[src/rtl/catch_egg_game.sv]
// catch_egg_game: catch-the-egg game with a row-scanned 8x4 LED matrix, driven straight from board pins.
module catch_egg_game #(
  parameter int FALL_DIV = 4096,
  parameter int SCAN_DIV = 16,
  parameter logic [7:0] LFSR_SEED = 8'hA5
) (
  input  logic CLK,
  input  logic BTN_RST,
  input  logic BTN_1,
  input  logic BTN_2,
  output logic LED_R0,
  output logic LED_R1,
  output logic LED_R2,
  output logic LED_R3,
  output logic LED_R4,
  output logic LED_R5,
  output logic LED_R6,
  output logic LED_R7,
  output logic LED_C0,
  output logic LED_C1,
  output logic LED_C2,
  output logic LED_C3
);
  localparam int FW = FALL_DIV > 1 ? $clog2(FALL_DIV) : 1;
  localparam int SW = SCAN_DIV > 1 ? $clog2(SCAN_DIV) : 1;
  typedef enum logic {PLAY, OVER} state_t;
  state_t state, state_n;
  logic [FW-1:0] fall_cnt;
  logic [SW-1:0] scan_cnt;
  logic [2:0] scan_row, egg_row, egg_row_n;
  logic [1:0] egg_col, egg_col_n, basket, basket_n, b1_s, b2_s;
  logic [7:0] lfsr, score, score_n, led_r;
  logic [3:0] led_c, led_c_n;
  logic pass, b1_prev, b2_prev;
  logic fall_wrap, scan_wrap, step, catch_egg, miss, fall1, fall2, mv_l, mv_r;
  assign fall_wrap = fall_cnt == FW'(FALL_DIV - 1);
  assign scan_wrap = scan_cnt == SW'(SCAN_DIV - 1);
  assign step = state == PLAY && fall_wrap;
  // the row-7 decision uses the basket as registered, before any same-cycle move
  assign catch_egg = step && egg_row == 3'd7 && egg_col == basket;
  assign miss = step && egg_row == 3'd7 && egg_col != basket;
  assign fall1 = b1_prev & ~b1_s[1];
  assign fall2 = b2_prev & ~b2_s[1];
  assign mv_l = state == PLAY && fall1 && !fall2 && basket != 2'd0;
  assign mv_r = state == PLAY && fall2 && !fall1 && basket != 2'd3;
  always_comb begin
    state_n = miss ? OVER : state;
    egg_row_n = !step ? egg_row : egg_row != 3'd7 ? egg_row + 3'd1 : catch_egg ? 3'd0 : egg_row;
    egg_col_n = catch_egg ? lfsr[1:0] : egg_col;
    score_n = catch_egg && score != 8'hFF ? score + 8'd1 : score;
    basket_n = mv_l ? basket - 2'd1 : mv_r ? basket + 2'd1 : basket;
    led_c_n = state == OVER ? {4{~pass}} :
              ((egg_row == scan_row) ? 4'b1 << egg_col : 4'b0) |
              ((scan_row == 3'd7) ? 4'b1 << basket : 4'b0);
  end
  always_ff @(posedge CLK) state <= BTN_RST ? PLAY : state_n;
  always_ff @(posedge CLK) begin
    if (BTN_RST) begin
      egg_row <= 3'd0;
      egg_col <= LFSR_SEED[1:0];
      basket <= 2'd1;
      score <= 8'd0;
      lfsr <= LFSR_SEED;
      fall_cnt <= '0;
      pass <= 1'b0;
      scan_cnt <= '0;
      scan_row <= 3'd0;
      b1_s <= 2'b11;
      b2_s <= 2'b11;
      b1_prev <= 1'b1;
      b2_prev <= 1'b1;
      led_r <= 8'd0;
      led_c <= 4'd0;
    end else begin
      egg_row <= egg_row_n;
      egg_col <= egg_col_n;
      basket <= basket_n;
      score <= score_n;
      lfsr <= {lfsr[6:0], lfsr[7] ^ lfsr[5] ^ lfsr[4] ^ lfsr[3]};
      fall_cnt <= fall_wrap ? '0 : fall_cnt + 1'b1;
      pass <= pass ^ fall_wrap;
      scan_cnt <= scan_wrap ? '0 : scan_cnt + 1'b1;
      scan_row <= scan_row + {2'b0, scan_wrap};
      b1_s <= {b1_s[0], BTN_1};
      b2_s <= {b2_s[0], BTN_2};
      b1_prev <= b1_s[1];
      b2_prev <= b2_s[1];
      led_r <= 8'b1 << scan_row;
      led_c <= led_c_n;
    end
  end
  assign {LED_R7, LED_R6, LED_R5, LED_R4, LED_R3, LED_R2, LED_R1, LED_R0} = led_r;
  assign {LED_C3, LED_C2, LED_C1, LED_C0} = led_c;
endmodule

[config.mk]
export PLATFORM = sky130hd
export DESIGN_NAME = catch_egg_game
export DESIGN_NICKNAME = d
export VERILOG_FILES = /design/src/rtl/catch_egg_game.sv
export SDC_FILE = /design/constraint.sdc
export NUM_CORES = 1
export LEC_CHECK = 0
export BUFFER_PORTS_ARGS = -buffer_cell sky130_fd_sc_hd__clkbuf_2
export CORE_ASPECT_RATIO = 0.5
export CORE_UTILIZATION = 58
export CTS_CLUSTER_DIAMETER = 50
export DETAILED_ROUTE_END_ITERATION = 10
export HOLD_SLACK_MARGIN = 0.08
export PLACE_DENSITY = 0.8
export SYNTH_ARGS = -nofsm -noshare
export SYNTH_HDL_FRONTEND = slang
export SYNTH_SLANG_ARGS = --single-unit
[constraint.sdc]
create_clock -name CLK -period 1.8 [get_ports CLK]
set_input_delay 0.18 -clock CLK [delete_from_list [all_inputs] [get_ports CLK]]
set_output_delay 0.18 -clock CLK [all_outputs]
set_load 0.1 [all_outputs]
-- Word-level counts from Yosys, hierarchy flattened
Index checks and enable logic that the tools add are counted.
Widths: inputs -> output; s select.
- input port bits: 4
- output and inout bits: 12
- register bits after elaboration: 54
- logic and storage cells: 69
- shift-type cells: 3
- add/subtract/negate cells: 6
- multiplexer cells: 7
- eq/ne operators: 9
- reduce and logical (&&, ||, !) cells: 18
- bitwise operators: 11
- operator list (operator ; count):
    $add 12x1->12 const B ; 1
    $eq 12x12->1 const B ; 1
    $mux 4 ; 3
    $logic_and 1x1->1 ; 10
    $shl 1x2->4 const A ; 2
    $shl 1x3->8 const A ; 1
    $eq 3x3->1 const B ; 2
    $mux 3 ; 2
    $reduce_bool 2->1 ; 3
    $add 4x1->4 const B ; 1
    $eq 4x4->1 const B ; 1
    $mux 2 ; 2
    $not 1->1 ; 4
    $or 4x4->4 ; 1
    $reduce_or 2->1 ; 2
    $xor 1x1->1 ; 4
    $add 3x1->3 ; 1
    $add 3x1->3 const B ; 1
    $eq 3x3->1 ; 1
    $ne 3x3->1 const B ; 1
    $add 2x1->2 const B ; 1
    $and 1x1->1 ; 2
    $eq 2x2->1 ; 1
    $logic_not 1->1 ; 2
    4 further kinds ; 4

-- Longest topological paths before layout
Gate-level depths: netlist (run 1).
- depth in word-level cells: 7
- depth in mapped cells: 6
- mapped depth without buffers: 6

-- Least setup slack after synthesis (run 1)
No wires, ideal clock.
- path kind: reg-to-reg
- start point: reg fall_cnt[0]
- end point: reg egg_col[0]
- clock period less this slack: 1516 ps
- setup time: 72 ps
- required time: 1728 ps
- stages on the path, launching flop included: 6
- setup slack: 284 ps
- buffers on the path: 0
- arrival: 1444 ps
- path through: dfxtp_1 ha_1 nand3_2 nor4_4 and3_4 mux2i_1
- word-level cells in the longest chain between the ends: 4
- ends and longest elaborated chain (what ; line ; RTL):
    start, declared ; 28 ; logic [FW-1:0] fall_cnt;
    start signal, assigned ; 80 ; fall_cnt <= fall_wrap ? '0 : fall_cnt + 1'b1;
    $eq 12x12->1 ; 36 ; assign fall_wrap = fall_cnt == FW'(FALL_DIV - 1);
    $logic_and 1x1->1 ; 38 ; assign step = state == PLAY && fall_wrap;
    $logic_and 1x1->1 (2 in a row) ; 40 ; assign catch_egg = step && egg_row == 3'd7 && egg_col == basket;
    end signal, assigned ; 60 ; egg_col <= LFSR_SEED[1:0];
    end signal, assigned ; 76 ; egg_col <= egg_col_n;
    end, declared ; 31 ; logic [1:0] egg_col, egg_col_n, basket, basket_n, b1_s, b2_s;
No other way between the ends.
A chain may end at the register's enable or synchronous reset.

-- Worst setup path after layout (run 1)
Same ends and word-level chain as after synthesis.

==> results.cfg, run 1 <==
[sta]
rsz0062_at_grt = no
timing.final.crit_share_pct = 89.54
fin_hold_ws_ns = 0.2226
setup_tns_ns = 0
finalWorstSetupSlack_ns = 0.1882
setup_viol = 0
worst_slew_pin_slew_ns = 0.5428
hold_viol = 0
fmax_mhz = 620.4
max-slew-margin-rel_pct = 63.97
fin_crit_ns = 1.612
skew_ns = 0.008522
drv_slew = 0

[final_layout]
syn_to_final_growth_pct = 12.60
layout-drive-gt1-share_pct = 17.80
final_common_cell = dfxtp_1
diodes = 0
final_cell_mix = 54 x dfxtp_1, 27 x nor2_1, 15 x clkbuf_2, 12 x xnor2_1, 11 x nor3_1
postLayoutCellArea_um2 = 2370
nNetsFinal = 245

[detailed_routing]
ant_nets = 0
drc = 0
drtIter0Drc = 54
vias = 1452
via_per_inst = 5.059
wire_per_inst_um = 11.51
firstDrtPassIters = 4
totalWireLength_um = 3302

[min_path]
min_to = egg_row[2]
min_from = BTN_RST
min_path_cells = 2
min_path_type = input port to register

[placement]
io_buffers = 15
dp_hpwl_um = 2341
place_congestion = 0.8131
place_area_um2 = 2241
preCtsSetupSlack_ns = 0.1249

[setup_path]
crit_type = register to register
crit_slowest_cell = dfxtp_1
cp_top_family = simple AND/OR/NAND/NOR gates
startpoint_type = register
r2r_slack_ns = 0.19
reg2reg_to = egg_col[0]
r2r-start = fall_cnt[0]
arrival_ns = 1.86
path_cells = ha_1, nand3_2, nor4_4, and3_4, mux2i_1
critPathMaxStageDelay_ns = 0.38
end_kind = register
rr_worst_depth = 5
critPathRequiredTime_ns = 2.04
crit_cells = 5
crit_buf_inv = 0
crit_fanout = 7

[synth]
async_flop_share_pct = 0
ys_warn_count = 0
netlist_instances = 216
synth_ff_type = dfxtp_1
ys_ff_latch = 54
synth_edf_count = 0
ys_types = 37
yosysSeqAreaShare_pct = 51.37
avgSynthCellArea_um2 = 9.743
syn_area_um2 = 2105
synthesis.nets = 226

[cts]
clockBufferDepth = 2
postCtsSetupBuffers = 0
cts_made_buffers = 5
cts_sinks = 54
clk_pin_slew_ns = 0.10
cts_tree = done
htreeDepth = 2
cts-root-buf = clkbuf_8
clk-insertion-delay-late_ns = 0.31

[grt]
antenna_found_initial = 0
grt_pass1_vias = 1295
grt_overflow = 0
grtUsageTotal_pct = 19.25
grt_max_degree = 34
grt_pass1_wl_um = 5623

[die]
die-area_um2 = 3888
start_util_pct = 60.94
die_w_um = 87.19
rows = 15
die_h_um = 44.60
coreArea_um2 = 3453
ios = 16

[outcome]
status = finished clean

[power]
ir_drop_mv = 0.5146
leakagePower_nw = 0.9636
power.density_nw_per_um2 = 921.1
power.total_w = 0.002183

[job]
maxCapViolations = 0
[sequential cells by signal, summed over array words and instances (netlist names), 3 cells and up]
name and cells:
fall_cnt 12, led_r 8, lfsr 8, led_c 4, scan_cnt 4, egg_row 3
scan_row 3
[through the flow]
step           utilization, %  instances
4_1_cts                 68.62        287
3_3_place_gp            64.89        277
2_1_floorplan               -        216
3_5_place_dp            64.89        277
6_report                68.62        287
5_1_grt                 68.62        287
[worst max path at each step]
| stage | slack, ns | end | from |
|---|---|---|---|
| final | 0.19 | egg_col[0] | fall_cnt[0] |
| after detailed placement | 0.12 | egg_col[1] | fall_cnt[0] |
| after global routing | 0.001 | egg_col[1] | fall_cnt[0] |
| after CTS | 0.11 | egg_col[1] | fall_cnt[0] |
| after global placement | 0.20 | egg_col[1] | fall_cnt[0] |
| after floorplan | 0.28 | egg_col[0] | fall_cnt[0] |
[power by group]
| part | internal, W | switching (W) | total [W] |
|---|---|---|---|
| registers | 0.00123 | 0.0000303 | 0.00127 |
| clock network | 0.000410 | 0.000379 | 0.000788 |
| logic | 0.0000590 | 0.0000704 | 0.000129 |
| total | 0.00170 | 0.000479 | 0.00218 |
[logic make-up (layout without fill, tap and decap cells)]
family,after synthesis,after routing,synth area share (%)
AOI/OAI and AO/OA,26,26,7.730
xor gates and xnor gates,20,20,8.324
adders and majority gates,6,6,3.567
buffers and inverters,15,35,2.853
DFF,54,54,51.37
muxes,3,3,1.427
and+or+nand+nor,92,92,24.73
[synthesized netlist by cell type, types with 2 or more instances]
library cell	number	area [um^2]
inv_1	8	30.03
dfxtp_1	54	1081
xnor2_1	12	105.1
nor3_1	11	55.05
a21oi_1	8	40.04
nand3_1	5	25.02
ha_1	6	75.07
nor2b_1	8	50.05
or2_2	10	62.56
nand2_1	6	22.52
nand2b_1	8	50.05
o21ai_0	6	30.03
mux2i_1	3	30.03
nor3b_1	3	22.52
xor2_1	8	70.07
nor2_1	27	101.4
a21bo_2	2	20.02
clkbuf_1	3	11.26
nand4_1	3	18.77
buf_2	3	15.01
a31oi_1	4	25.02
and3_1	2	12.51
nor4_1	2	12.51
[final cells by class]
cell class | count | area (um^2)
Sequential cell | 54 | 1081
Multi-Input combinational cell | 147 | 963.4
Inverter | 8 | 30.03
Tap cell | 51 | 63.81
Clock buffer | 5 | 68.82
Timing Repair Buffer | 19 | 122.6
Clock inverter | 3 | 40.04
Fill cell | 297 | 1084
[repair_timing]
action | 4_1_cts | 5_1_grt
gates resized for setup | 0 | 0
endpoints found under the setup margin | 0 | 2
endpoints found under the hold margin | 2 | 0
hold buffers | 2 | 0
[metal layers]
metal  share of wire [%]  track usage [%]
met1                  50            24.01
met3                 2.8            6.157
met2                  46            32.60
met4                0.82            5.902
met5                   0                0
Note: power is estimated with default switching activity, not from simulation.
==> run 2, diff against run 1 <==
- CORE_UTILIZATION: 58 -> 40
- PLACE_DENSITY: 0.8 -> 0.6
==> results.cfg, run 2 (synthesized netlist as in run 1, its figures left out) <==
[cts]
cts-root-buf = clkbuf_8
cts_tree = done
clockBufferDepth = 2
postCtsSetupBuffers = 0
cts_sinks = 54
cts_resized = 0
clk_pin_slew_ns = 0.10
htreeDepth = 2
clk-insertion-delay-late_ns = 0.30
cts_made_buffers = 5

[sta]
fmax_mhz = 622.9
worst_slew_pin_slew_ns = 0.5374
finalWorstSetupSlack_ns = 0.1945
fin_crit_ns = 1.605
setup_tns_ns = 0
timing.final.crit_share_pct = 89.19
rsz0062_at_grt = no
setup_viol = 0
skew_ns = 0.01280
max-slew-margin-rel_pct = 63.79
drv_slew = 0
hold_viol = 0

[power]
leakagePower_nw = 0.9508
p_sw_share_pct = 23.27
power.density_nw_per_um2 = 862.2
ir_drop_mv = 0.3118
power.internal_w = 0.001569
p_seq_share_pct = 61.9
combPwrFrac_pct = 6.2
power_switching_w = 0.0004756
p_clk_share_pct = 31.9

[detailed_routing]
firstDrtPassIters = 4
wire_per_inst_um = 10.85
via_per_inst = 4.722
vias = 1445
drc = 0
totalWireLength_um = 3319
drtIter0Drc = 36
ant_nets = 0

[final_layout]
fillers = 493
diodes = 0
largest_reg_flops = 12
syn_to_final_growth_pct = 12.66
final_common_cell = dfxtp_1
fin_cells = 306
reg_top3 = fall_cnt x12, led_r x8, lfsr x8
final_cell_mix = 54 x dfxtp_1, 27 x nor2_1, 15 x clkbuf_2, 12 x xnor2_1, 11 x nor3_1
nNetsFinal = 245
top_register = fall_cnt
layout-drive-gt1-share_pct = 17.37

[placement]
dpl.cell_count = 296
place_congestion = 0.7444
io_buffers = 15
dp_hpwl_um = 2328
preCtsSetupSlack_ns = 0.09986

[min_path]
min_from = BTN_RST
min_path_type = input port to register
min_to = fall_cnt[10]
min_path_cells = 2

[outcome]
status = finished clean

[setup_path]
r2r-start = fall_cnt[0]
crit_fanout = 7
crit_type = register to register
reg2reg_to = egg_col[1]
r2r_slack_ns = 0.19
startpoint_type = register
rr_worst_depth = 5
crit_slowest_cell = dfxtp_1
critPathRequiredTime_ns = 2.04
critPathMaxStageDelay_ns = 0.38
end_kind = register
arrival_ns = 1.85
path_cells = ha_1, nand3_2, nor4_4, and3_4, mux2i_1

[die]
die-area_um2 = 5573
coreArea_um2 = 5000
ios = 16
die_h_um = 53.29
rows = 18
die_w_um = 104.6
start_util_pct = 42.09

[grt]
grt_overflow = 0
grtUsageTotal_pct = 12.90
grt_pass1_vias = 1275
grt_pass1_wl_um = 5457
antenna_found_initial = 0
grt_max_degree = 40

[job]
maxCapViolations = 0
## run 2: cell types whose count changed in the layout (fill, tap and decap cells not counted)
cell,previous run,this run
clkinv_4,0,1
clkinv_2,2,1
bufinv_16,1,0
clkbuf_1,0,1
## run 2: timing repair
action,4_1_cts,5_1_grt
setup endpoints to repair,0,1
hold buffers,2,0
hold endpoints to repair,2,0
## run 2: final cells by class
cell class	count	area [um^2]	area share [%]
Inverter	8	30.03	1.266
Multi-Input combinational cell	147	963.4	40.63
Timing Repair Buffer	19	122.6	5.172
Clock inverter	2	13.76	0.5805
Sequential cell	54	1081	45.59
Clock buffer	6	72.57	3.061
Tap cell	70	87.58	3.694
## run 2: worst max path at each step
stage                      startpoint         end
after floorplan           fall_cnt[0]  egg_col[0]
after global placement    fall_cnt[0]  egg_col[0]
after detailed placement  fall_cnt[0]  egg_col[1]
after CTS                 fall_cnt[0]  egg_col[1]
after global routing        basket[0]  egg_row[0]
final                     fall_cnt[0]  egg_col[1]
## run 2: routing by layer
layer | track usage (%) | vias up | share of wire (%) | routed length, um
li1 | - | 761 | - | -
met2 | 22.41 | 15 | 46 | 1526
met3 | 4.433 | 5 | 3.1 | 102
met5 | 0 | - | 0 | 0
met4 | 6.338 | 0 | 1.1 | 36
met1 | 14.61 | 664 | 50 | 1654
## run 2: power groups by stage
stage | Sequential, W | Combinational [W] | Clock, W
after floorplan | 0.00130 | 0.0000898 | 0
after global placement | 0.00129 | 0.000124 | 0
after detailed placement | 0.00129 | 0.000126 | 0
after CTS | 0.00127 | 0.000129 | 0.000681
after global routing | 0.00127 | 0.000144 | 0.000713
final | 0.00126 | 0.000127 | 0.000652
## run 2: worst max-delay path: cells and delay by family (launching register included)
kind	cells	cell delay, ns
simple gates	3	0.79
flops	1	0.38
mux	1	0.18
fa+ha+maj	1	0.21
## run 2: stage by stage
stage | cell area, um^2 | power [W] | hold slack (ns) | util, %
after floorplan | 2105 | 0.001390 | 0.2838 | -
after global placement | 2265 | 0.001415 | 0.3677 | 45.30
after detailed placement | 2265 | 0.001419 | 0.3644 | 45.30
after CTS | 2371 | 0.002076 | 0.1265 | 47.42
after global routing | 2371 | 0.002129 | 0.1400 | 47.42
final | 2371 | 0.002044 | 0.1279 | 47.42
